File: src/rtl/fir_seq_pkg.sv
// fir_seq_pkg: shared state encoding and constants for the FIR sequencer.
package fir_seq_pkg;
  typedef enum logic [2:0] {IDLE, CAPTURE, CLEAR, ACCUM, DRAIN, OUTPUT} state_t;
  localparam int DRAIN_CYCLES = 1;
  localparam int OVR_CNT_W = 8;
endpackage

File: src/rtl/tap_counter.sv
// tap_counter: tap index counter with clear, enable and terminal-count flag.
module tap_counter #(
  parameter int TAPS = 16,
  parameter int SEL_W = $clog2(TAPS)
) (
  input  logic             clk,
  input  logic             reset,
  input  logic             clr,
  input  logic             en,
  output logic [SEL_W-1:0] cnt,
  output logic             tc
);
  assign tc = cnt == SEL_W'(TAPS - 1);
  always_ff @(posedge clk or negedge reset)
    if (!reset) cnt <= '0;
    else if (clr) cnt <= '0;
    else if (en && !tc) cnt <= cnt + SEL_W'(1);
endmodule

File: src/rtl/fir_seq_ctrl.sv
// fir_seq_ctrl: Moore sequencer driving FIR datapath enables per sample strobe.
// Define OVERRUN_CNT_EN to add the saturating overrun_cnt output.
module fir_seq_ctrl
  import fir_seq_pkg::*;
#(
  parameter int TAPS = 16,
  parameter int SEL_W = $clog2(TAPS)
) (
  input  logic             clk,
  input  logic             reset,
  input  logic             sample_strobe,
  input  logic             clr_overrun,
  output logic             in_en,
  output logic             shift_en,
  output logic             mac_clr,
  output logic             mac_en,
  output logic [SEL_W-1:0] tap_sel,
  output logic             out_en,
  output logic             out_valid,
  output logic             busy,
  output logic             overrun
`ifdef OVERRUN_CNT_EN
  ,
  output logic [OVR_CNT_W-1:0] overrun_cnt
`endif
);
  state_t state, state_nx;
  logic tc, cnt_clr, cnt_en, ovr_hit;
  // clearing on tc returns tap_sel to 0 as the sequence leaves ACCUM
  assign cnt_en  = state == ACCUM;
  assign cnt_clr = !cnt_en || tc;
  assign ovr_hit = sample_strobe && busy;
  tap_counter #(.TAPS(TAPS), .SEL_W(SEL_W)) u_tap_counter (
    .clk  (clk),
    .reset(reset),
    .clr  (cnt_clr),
    .en   (cnt_en),
    .cnt  (tap_sel),
    .tc   (tc)
  );
  always_ff @(posedge clk or negedge reset)
    if (!reset) begin
      state     <= IDLE;
      out_valid <= 1'b0;
      overrun   <= 1'b0;
    end else begin
      state     <= state_nx;
      out_valid <= state == OUTPUT;
      overrun   <= ovr_hit || (overrun && !clr_overrun);
    end
  always_comb begin
    state_nx = state;
    in_en    = state == CAPTURE;
    shift_en = state == CAPTURE;
    mac_clr  = state == CLEAR;
    mac_en   = state == ACCUM;
    out_en   = state == OUTPUT;
    busy     = state != IDLE;
    case (state)
      IDLE:    state_nx = sample_strobe ? CAPTURE : IDLE;
      CAPTURE: state_nx = CLEAR;
      CLEAR:   state_nx = ACCUM;
      ACCUM:   state_nx = tc ? DRAIN : ACCUM;
      DRAIN:   state_nx = OUTPUT;
      OUTPUT:  state_nx = IDLE;
      default: state_nx = IDLE;
    endcase
  end
`ifdef OVERRUN_CNT_EN
  always_ff @(posedge clk or negedge reset)
    if (!reset) overrun_cnt <= '0;
    else if (ovr_hit) overrun_cnt <= clr_overrun ? OVR_CNT_W'(1) : (&overrun_cnt ? overrun_cnt : overrun_cnt + OVR_CNT_W'(1));
    else if (clr_overrun) overrun_cnt <= '0;
`endif
endmodule

File: config.mk
export PLATFORM = sky130hd
export DESIGN_NAME = fir_seq_ctrl
export DESIGN_NICKNAME = d
export VERILOG_FILES = /design/src/rtl/fir_seq_pkg.sv /design/src/rtl/tap_counter.sv /design/src/rtl/fir_seq_ctrl.sv
export SDC_FILE = /design/constraint.sdc
export NUM_CORES = 1
export LEC_CHECK = 0
export BUFFER_PORTS_ARGS = -buffer_cell sky130_fd_sc_hd__buf_2
export CORE_UTILIZATION = 35
export CTS_BUF_LIST = sky130_fd_sc_hd__clkbuf_8 sky130_fd_sc_hd__clkbuf_16
export DETAILED_ROUTE_END_ITERATION = 10
export PLACE_DENSITY = 0.69
export SYNTH_ARGS = -nofsm -noshare
export SYNTH_HDL_FRONTEND = slang
export SYNTH_HIERARCHICAL = 1
export SYNTH_SLANG_ARGS = --single-unit
File: constraint.sdc
create_clock -name clk -period 1.5 [get_ports clk]
set_clock_uncertainty 0.05 [all_clocks]
set_input_delay 0.225 -clock clk [delete_from_list [all_inputs] [get_ports clk]]
set_output_delay 0.225 -clock clk [all_outputs]
set_load 0.02 [all_outputs]
==> flow_metrics.py <==
metrics = {
    "status": {
        "status": "finished, violations left",
        "violations": "negative setup slack",
    },
    "grt": {
        "grt_pass1_vias": 323,
        "met3_usage": 0.0347,
        "met1_usage": 0.177,
        "grt_overflow": 0,
        "grt_use_met2": 0.208,
        "grt_antenna_before_repair": 0,
        "grt_busiest_layer": "met2",
        "grt_pass1_wl_mm": 1.38,
        "track_usage": 0.142,
        "grt_max_degree": 10,
    },
    "critical_path": {
        "ff2ff_path_depth": 4,
        "startpoint_type": "flip-flop",
        "crit_fanout": 6,
        "worstPathRequired_ns": 1.22,
        "path_class": "reg -> out",
        "endpoint_kind": "primary output",
        "worstPathArrival_ns": 1.23,
    },
    "timing": {
        "slew_headroom": 0.838,
        "final_max_slew_viol_count": 0,
        "rsz0062_at_grt": "true",
        "hold_violations": 0,
        "fin_crit_ns": 1.51,
        "worst_pin_slew_ns": 0.243,
        "final.setup.tns_ns": -0.00544,
        "min_period_over_period": 1.00,
        "setup_viol": 1,
        "whs_ns": 0.184,
        "setup_ws_ns": -0.00544,
        "fmax_ghz": 0.664,
    },
    "synth": {
        "async_reset_ff_frac": 1.00,
        "ys.flop_type": "dfrtp_1",
        "yosysMostFrequentCell": "dfrtp_1",
        "synth.area.top_cells": "dfrtp_1 47%, nand2b_1 5.2%, a22o_1 3.6%, nor3_1 3.1%, mux2_4 3.1%",
        "ys_warn_count": 6,
        "synth_top_area_share": 0.465,
        "synth_seq_cells": 9,
        "syn_inst": 44,
        "avgSynthCellArea_um2": 11.0,
        "synth-edff-count": 0,
        "postSynthNetCount": 49,
        "synth.distinct_cells": 26,
        "yosysTopAreaCell": "dfrtp_1",
        "synth_common_cells": "9 x dfrtp_1, 4 x nand2b_1, 3 x nor2_1, 3 x nor3_1",
        "ys_seq_area_frac": 0.465,
        "syn_area_um2": 484,
    },
    "floorplan": {
        "rows": 13,
        "die_h_um": 39.2,
        "core_um2": 1300,
        "initial_utilization": 0.372,
        "io_pins": 16,
        "die_x_um": 39.2,
        "fp.dieArea_um2": 1540,
    },
    "final_layout": {
        "diodes": 0,
        "drive_gt1_frac": 0.545,
        "synthToLayoutAreaGrowth_pct": 43.7,
        "fin_area_um2": 696,
        "seqCellArea_um2": 229,
        "fillers": 123,
        "nNetsFinal": 72,
        "final_cells": 81,
        "multi_input_area_um2": 253,
    },
    "pwr": {
        "powerDensity_nw_per_um2": 2160,
        "seqPwrFrac": 0.273,
        "irDropWorstVdd_uv": 1030,
        "leakage_nw": 0.346,
        "p_sw_frac": 0.386,
        "p_clk_frac": 0.183,
        "p_sw_mw": 0.579,
        "power.internal_mw": 0.921,
        "p_comb_frac": 0.544,
        "p_total_mw": 1.50,
    },
    "route": {
        "vias": 402,
        "drcViolationCount": 0,
        "postRouteWirelength_um": 912,
        "ant_nets": 0,
        "drtIter0Drc": 6,
        "drt_first_pass_iters": 3,
        "wl_per_cell_um": 11.3,
        "vias_per_cell": 4.96,
    },
    "run": {
        "cap_violations": 0,
    },
    "place": {
        "port_buffers": 15,
        "hpwl_um": 640,
        "dp.cells": 75,
        "placed_area_um2": 592,
        "gp_congestion": 0.765,
    },
    "cts": {
        "cts_buffers": 3,
        "clk_pin_slew_worst_paths_ns": 0.04,
        "cts-root-buf": "clkbuf_8",
        "clk_path_buf_depth": 2,
        "htree_num_levels": 1,
        "clock_sinks": 9,
        "cts_tree": "done",
        "insertion_delay_ns": 0.23,
    },
    "hold_path": {
        "hold_path.class": "in -> reg",
        "worstHoldPathCells": 2,
    },
}
-- metrics by stage --
step / util / worst slack [ns]
finish: 0.535 / -0.00544
global route: 0.535 / -0.0328
global placement: 0.455 / 0.0801
floorplan: - / 0.0112
CTS: 0.508 / 0.00236
detailed placement: 0.455 / 0.0436
-- critical path, cell delays in order (launching register included) --
cell	delay, ns
dfrtp_1	0.39
buf_6	0.14
or3_4	0.33
buf_6	0.14
-- cell type report --
class	instances	area share
well taps	15	0.0270
repair buffers	21	0.210
inverters	1	0.00540
multi-input cells	31	0.363
clock buffers	3	0.0594
flip-flops and latches	9	0.329
clock inverters	1	0.00540
-- per-layer routing --
metal | vias up | part of all wire
met4 | 0 | 0
met1 | 200 | 0.48
li1 | 199 | -
met3 | 0 | 0.011
met5 | - | 0
met2 | 3 | 0.51
-- layout by cell type, fill, tap and decap left out, drive strengths merged, types with 2 or more instances in the layout --
cell / count
and3: 2
dfrtp: 9
nor2b: 2
nor3b: 2
clkbuf: 3
nor2: 3
inv: 2
a22o: 2
nor3: 3
a21oi: 2
buf: 20
nand2b: 4
-- repair_timing --
action,4_1_cts,5_1_grt
gates resized for setup,2,11
cloned,0,0
endpoints found under the setup margin,1,7
hold endpoints to repair,9,0
setup buffers,1,0
hold buffers,1,0
-- final timing paths --
path,from,end,slack (ns)
max in group asynchronous,reset,state[0],0.89
min reg2reg,overrun,overrun,0.45
max reg2reg,state[1],u_tap_counter/cnt[0],0.06
min,sample_strobe,overrun,0.18
min in group asynchronous,reset,u_tap_counter/cnt[3],0.32
max,state[1],busy,-0.005
-- sequential cells by signal (all words and copies together) (netlist names) --
name               count
u_tap_counter/cnt      4
state                  3
out_valid              1
overrun                1
-- power groups by stage --
stage / clock network (mW) / logic, mW / registers (mW)
final: 0.274 / 0.816 / 0.410
after detailed placement: 0 / 0.739 / 0.407
after CTS: 0.278 / 0.755 / 0.401
after floorplan: 0 / 0.471 / 0.469
after global routing: 0.303 / 0.889 / 0.425
after global placement: 0 / 0.733 / 0.407
-- kinds of logic (layout without fill, tap and decap cells) --
family                   Yosys count  in the layout  share of synthesized area
AO/OA/AOI/OAI                      6              6                     0.0853
flip-flops                         9              9                      0.465
AND/OR/NAND/NOR                   22             22                      0.315
multiplexers                       2              2                     0.0517
buffers and inverters              4             26                     0.0568
adder cells (fa/ha/maj)            1              1                     0.0258
No activity file was read; power rests on OpenSTA's default activity.
